File: src/rtl/gray_updown_counter.sv
// Loadable up/down counter holding its count in binary and Gray code at once.
// The Gray output is registered directly so it can cross clock domains safely;
// the binary output is used locally. Gray-coded loads are converted with a
// WIDTH-generic prefix XOR before being stored as the binary state.
module gray_updown_counter #(
    parameter int          WIDTH    = 4,
    parameter bit          SATURATE = 1'b0,
    parameter int unsigned RST_VAL  = 0
) (
    input  logic             clk,
    input  logic             rst,
    input  logic             en,
    input  logic             up,
    input  logic             load,
    input  logic             load_is_gray,
    input  logic [WIDTH-1:0] load_val,
    output logic [WIDTH-1:0] gray_out,
    output logic [WIDTH-1:0] bin_out,
    output logic             wrap,
    output logic             at_max,
    output logic             at_min
);

    localparam logic [WIDTH-1:0] RST_BIN  = WIDTH'(RST_VAL);
    localparam logic [WIDTH-1:0] RST_GRAY = RST_BIN ^ (RST_BIN >> 1);
    localparam logic [WIDTH-1:0] MAX_VAL  = {WIDTH{1'b1}};
    localparam logic [WIDTH-1:0] MIN_VAL  = {WIDTH{1'b0}};
    localparam logic [WIDTH-1:0] ONE      = WIDTH'(1);

    // Prefix XOR from the MSB down: b[i] = b[i+1] ^ g[i].
    function automatic logic [WIDTH-1:0] gray2bin(input logic [WIDTH-1:0] g);
        logic [WIDTH-1:0] b;
        b = g;
        for (int i = WIDTH - 2; i >= 0; i--) begin
            b[i] = b[i+1] ^ g[i];
        end
        return b;
    endfunction

    function automatic logic [WIDTH-1:0] bin2gray(input logic [WIDTH-1:0] b);
        return b ^ (b >> 1);
    endfunction

    logic [WIDTH-1:0] bin_q;
    logic [WIDTH-1:0] bin_d;
    logic [WIDTH-1:0] gray_q;
    logic [WIDTH-1:0] gray_d;
    logic             wrap_q;
    logic             wrap_d;

    // Next state: load beats count beats hold; wrap flags only a count that rolls over.
    always_comb begin
        bin_d  = bin_q;
        wrap_d = 1'b0;
        if (load) begin
            bin_d = load_is_gray ? gray2bin(load_val) : load_val;
        end else if (en) begin
            if (up) begin
                if (bin_q == MAX_VAL) begin
                    if (SATURATE) begin
                        bin_d = bin_q;
                    end else begin
                        bin_d  = MIN_VAL;
                        wrap_d = 1'b1;
                    end
                end else begin
                    bin_d = bin_q + ONE;
                end
            end else begin
                if (bin_q == MIN_VAL) begin
                    if (SATURATE) begin
                        bin_d = bin_q;
                    end else begin
                        bin_d  = MAX_VAL;
                        wrap_d = 1'b1;
                    end
                end else begin
                    bin_d = bin_q - ONE;
                end
            end
        end
        // Gray is derived from the next binary value so both registers always agree.
        gray_d = bin2gray(bin_d);
    end

    // State registers; reset forces RST_VAL into both encodings immediately.
    always_ff @(posedge clk or posedge rst) begin
        if (rst) begin
            bin_q  <= RST_BIN;
            gray_q <= RST_GRAY;
            wrap_q <= 1'b0;
        end else begin
            bin_q  <= bin_d;
            gray_q <= gray_d;
            wrap_q <= wrap_d;
        end
    end

    assign bin_out  = bin_q;
    assign gray_out = gray_q;
    assign wrap     = wrap_q;
    assign at_max   = (bin_q == MAX_VAL);
    assign at_min   = (bin_q == MIN_VAL);

endmodule

File: config.mk
export PLATFORM = sky130hd
export DESIGN_NAME = gray_updown_counter
export DESIGN_NICKNAME = d
export VERILOG_FILES = /design/src/rtl/gray_updown_counter.sv
export SDC_FILE = /design/constraint.sdc
export NUM_CORES = 1
export LEC_CHECK = 0
export BUFFER_PORTS_ARGS = -buffer_cell sky130_fd_sc_hd__buf_2
export CORE_MARGIN = 1
export CORE_UTILIZATION = 43
export DETAILED_ROUTE_END_ITERATION = 10
export HOLD_SLACK_MARGIN = 0.1
export PLACE_DENSITY = 0.81
export SLEW_MARGIN = 20
export SYNTH_ARGS = -nofsm -noshare
export SYNTH_HDL_FRONTEND = slang
export SYNTH_SLANG_ARGS = --single-unit
File: constraint.sdc
create_clock -name clk -period 1.6 [get_ports clk]
set_input_delay 0.16 -clock clk [delete_from_list [all_inputs] [get_ports clk]]
set_output_delay 0.16 -clock clk [all_outputs]
set_load 0.02 [all_outputs]
### Yosys cells after proc, flatten, opt, wreduce, memory -nomap -nowiden

Index checks and enable logic that the tools add are counted.

| word-level totals | value |
|---|---|
| register bits after elaboration | 9 |
| input port bits | 10 |
| output and inout bits | 11 |
| logic and storage cells | 22 |

| operators by class | value |
|---|---|
| add/sub/neg operators | 2 |
| equality and inequality tests | 1 |
| mux-type cells | 11 |
| bitwise gates (word level) | 4 |
| reduce and logical (&&, ||, !) cells | 1 |

Operators by type and width:

| kind | count |
|---|---|
| $mux W4 | 5 |
| $mux W1 | 5 |
| $add A4 B1 Y4 const B | 1 |
| $eq A4 B4 Y1 const B | 1 |
| $logic_not A4 Y1 | 1 |
| $sub A4 B1 Y4 const B | 1 |
| $xor A4 B3 Y4 | 1 |
| $mux W3 | 1 |
| $xor A1 B1 Y1 | 3 |

### Longest topological paths before layout

| depth | value |
|---|---|
| depth in word-level cells | 6 |
| mapped depth | 6 |
| depth with buffers taken out | 6 |

### Least setup slack after synthesis

OpenSTA, ideal clock, no wires.

| timing | value |
|---|---|
| path kind | reg2reg |
| from | reg bin_q[0] (netlist: bin_out[0]) |
| to | reg gray_q[0] (netlist: gray_out[0]) |
| setup time | 69 ps |
| arrival time | 1798 ps |
| data required time | 1531 ps |
| slack | -267 ps |
| stages on the path, launching flop included | 7 |
| path buffers | 0 |
| period minus slack after synthesis | 1867 ps |
| path through | dfrtp_1 > inv_1 > ha_1 > nor3b_2 > o2111a_1 > or4_1 > nand3_1 |

| on the way | value |
|---|---|
| cells in the longest elaborated chain, start to end | 6 |
| elaborated cells between the ends (all ways) | 10 |
| classes of those cells | 2 x add/sub; 1 x eq/ne; 5 x mux; 1 x bitwise; 1 x reduce/logical |

Ends and longest elaborated chain:

| item | line | RTL |
|---|---|---|
| from (decl) | 44 | `logic [WIDTH-1:0] bin_q;` |
| from (signal assigned) | 93 | `bin_q <= bin_d;` |
| $logic_not A4 Y1 | - |  |
| net at_min | 21 | `output logic at_min` |
| $mux W4 | 70 | `if (bin_q == MIN_VAL) begin` |
| $mux W4 | 58 | `if (up) begin` |
| $mux W4 | 57 | `end else if (en) begin` |
| $mux W4 | 55 | `if (load) begin` |
| $xor A4 B3 Y4 | 41 | `return b ^ (b >> 1);` |
| net gray_d[0] | 47 | `logic [WIDTH-1:0] gray_d;` |
| to (signal assigned) | 94 | `gray_q <= gray_d;` |
| to (decl) | 46 | `logic [WIDTH-1:0] gray_q;` |

The timed path passes the listed nets, and every way through them passes these cells.

### Worst setup path in the final report

| timing | value |
|---|---|
| from | reg bin_q[1] (netlist: bin_out[1]) |
| to | reg gray_q[0] (netlist: gray_out[0]) |

| on the way | value |
|---|---|
| cells in the longest elaborated chain, start to end | 6 |
| elaborated cells between the ends (all ways) | 10 |
| classes of those cells | 2 x add/sub; 1 x eq/ne; 5 x mux; 1 x bitwise; 1 x reduce/logical |

Ends and longest elaborated chain:

| item | line | RTL |
|---|---|---|
| $sub A4 B1 Y4, or another cell as far along | 78 | `bin_d = bin_q - ONE;` |
| $mux W4, on equally long branches | 70, 59 |  |
| $mux W4 | 58 |  |
| $mux W4 * | 57 |  |
| $mux W4 * | 55 |  |
| $xor A4 B3 Y4 * | 41 |  |
| net gray_d[0] | 47 |  |

The timed path passes the listed nets; every way through them passes the cells marked *.

==> impl_metrics.yaml <==
run_status:
  status: "complete, but fails checks"
  violations: "negative setup slack"
clock_network:
  h-tree-depth: 1
  clk_pin_slew_worst_paths_ns: 0.07
  cts_root_buf: "clkbuf_4"
  cts_buffers: 3
  clockBufferDepth: 2
  cts_tree: "built"
  cts.sink_count: 8
  clock_latency_ns: 0.26
worst_setup_path:
  reg2regPathDepth: 6
  criticalPathCategory: "reg2reg"
  start_kind: "register"
  worstPathRequired_ns: 1.78
  end_kind: "register"
  crit_fanout: 4
  crit_arrival_ns: 1.80
sta:
  skew_ns: 0.0165
  slew_violations: 0
  timing.final.crit_share_pct: 101
  holdWs_ns: 0.247
  rsz0062_at_grt: "true"
  final.setup.worst_slack_ns: -0.0232
  period_needed_ns: 1.62
  setup_viol: 3
  worstMarginPinSlew_ns: 0.319
  slew_headroom_pct: 78.7
  max_freq_mhz: 616
  hold_viol_final: 0
global_routing:
  use_met2_pct: 37.5
  grt_max_degree: 15
  gr-usage-met1_pct: 25.4
  track_usage_pct: 20.7
  grt-busiest-layer: "met2"
  use_met3_pct: 2.22
  grt_pass1_vias: 528
  grt_pass1_wl_mm: 2.24
  antenna_found_initial: 0
  grt.overflow.total: 0
pwr:
  swShare_pct: 38.0
  power_density_nw_per_um2: 1010
  ir_drop_v: 0.000483
  p_leak_nw: 0.411
  p_seq_share_pct: 31.0
  pwr-share-clk_pct: 20.1
  netSwitchingPower_mw: 0.324
  internal_power_mw: 0.529
  pwr-share-comb_pct: 48.9
yosys:
  yosysSeqAreaShare_pct: 32.1
  synth_top_area_share_pct: 32.1
  ys_warn_count: 0
  ys_ff_latch: 8
  ys_top_cells_by_area: "dfrtp_1 32%, xor2_1 4.2%, ha_1 4.0%"
  synth.largest_area_cell: "dfrtp_1"
  synthCells: 65
  async_flop_share_pct: 100
  synth_top_flop_cell: "dfrtp_1"
  synth.distinct_cells: 35
  synth_area_per_cell_um2: 9.59
  synth_edf_count: 0
  synth_area_um2: 623
  postSynthNetCount: 77
min_path:
  whs_path_depth: 3
  worstHoldPathType: "in2reg"
placed_design:
  routabilityCongestion: 0.794
  place_inst: 102
  dpl.hpwl_mm: 1.15
  placement.io_buffers: 20
  pre_cts_ws_ns: 0.00671
drt:
  drtPass1Iterations: 4
  drtIter0Drc: 24
  wl_per_cell_um: 14.0
  via_per_inst: 5.63
  drt_wl_total_mm: 1.51
  post-route-drc-count: 0
  vias: 608
  drtAntennaViolNets: 0
cells_and_area:
  areaGrowthSynthToFinish_pct: 35.1
  final_common_cell: "buf_2"
  drive_gt1_share_pct: 46.2
  nets: 106
  layout_common_cells: "20 x buf_2, 7 x buf_4, 6 x dfrtp_1"
  fill_cells: 119
  n_antenna_cell: 0
  stdcell_count: 108
die:
  num_io_pins: 21
  dieArea_um2: 1610
  core-area_um2: 1320
  rows: 13
  initial_core_util_pct: 47.3
  die_w_um: 40.1
  die_y_um: 40.1
job:
  cap_violations: 0
[metrics by stage]
stage | setup TNS (ns) | util [%] | power (mW) | area, um2
2_1_floorplan | -0.0659 | - | 0.526 | 652
3_3_place_gp | 0 | 59.4 | 0.639 | 782
3_5_place_dp | 0 | 59.4 | 0.649 | 782
4_1_cts | -0.0163 | 62.7 | 0.830 | 826
5_1_grt | -0.174 | 63.9 | 0.911 | 842
6_report | -0.0298 | 63.9 | 0.853 | 842
[logic make-up (layout without fill, tap and decap cells)]
| group | Yosys count | in the layout | share of synthesized area [%] |
|---|---|---|---|
| mux | 1 | 1 | 2.41 |
| flops | 8 | 8 | 32.1 |
| buf+inv | 8 | 36 | 7.83 |
| xor+xnor | 6 | 6 | 10.8 |
| compound gates | 16 | 16 | 18.7 |
| simple gates | 24 | 24 | 24.1 |
| fa+ha+maj | 2 | 2 | 4.02 |
[layout make-up]
| type | instances | area [um2] | share of cell area, % |
|---|---|---|---|
| multi-input combinational | 49 | 417 | 49.5 |
| sequential | 8 | 203 | 24.1 |
| timing repair buffer | 28 | 163 | 19.3 |
| clock buffer | 4 | 26.3 | 3.12 |
| tap | 15 | 18.8 | 2.23 |
| inverter | 4 | 15.0 | 1.78 |
[metal layers]
metal	share of wire (%)	vias up
li1	-	291
met1	43	290
met2	51	27
met3	5.6	0
met4	0	0
met5	0	-
[power groups by stage]
stage | Combinational [mW] | Clock [mW] | Sequential [mW]
after floorplan | 0.195 | 0 | 0.330
after CTS | 0.390 | 0.174 | 0.265
after global routing | 0.451 | 0.189 | 0.270
after global placement | 0.368 | 0 | 0.271
final | 0.417 | 0.171 | 0.265
after detailed placement | 0.379 | 0 | 0.270
[worst max-delay path, cell delays in order, from the launching register on]
cell	delay, ns
dfrtp_2	0.43
inv_2	0.08
ha_4	0.21
xnor2_4	0.16
a21oi_1	0.08
or4_1	0.50
nand3_1	0.08
[worst paths after layout]
check,startpoint,to,slack [ns]
max,bin_out[1]$_DFF_PP0_,gray_out[0]$_DFF_PP0_,-0.02
max reg2reg,bin_out[1]$_DFF_PP0_,gray_out[0]$_DFF_PP0_,-0.02
min,load_val[3],bin_out[3]$_DFF_PP0_,0.25
min reg2reg,bin_out[3]$_DFF_PP0_,wrap$_DFF_PP0_,0.76
min in group asynchronous,rst,bin_out[3]$_DFF_PP0_,0.39
max in group asynchronous,rst,wrap$_DFF_PP0_,0.96
[flip-flops by register name, indices dropped and copies added (netlist names)]
signal / cells
wrap: 1
gray_out: 3
bin_out: 4
[cells in the mapped netlist, drive strengths merged (2+ instances only)]
cell	count
dfrtp	8
nand3	5
a21oi	4
buf	4
inv	4
nand2	3
nor2	3
nor3b	3
xor2	3
a21o	2
a31oi	2
ha	2
nand2b	2
o21ai	2
xnor2	2
[timing repair]
| item | 4_1_cts | 5_1_grt |
|---|---|---|
| pin swaps | 0 | 1 |
| endpoints found under the hold margin | 8 | 0 |
| setup buffers | 1 | 0 |
| gates resized for setup | 0 | 2 |
| endpoints found under the setup margin | 3 | 3 |
| hold buffers | 1 | 0 |
No activity file was read; power rests on OpenSTA's default activity.
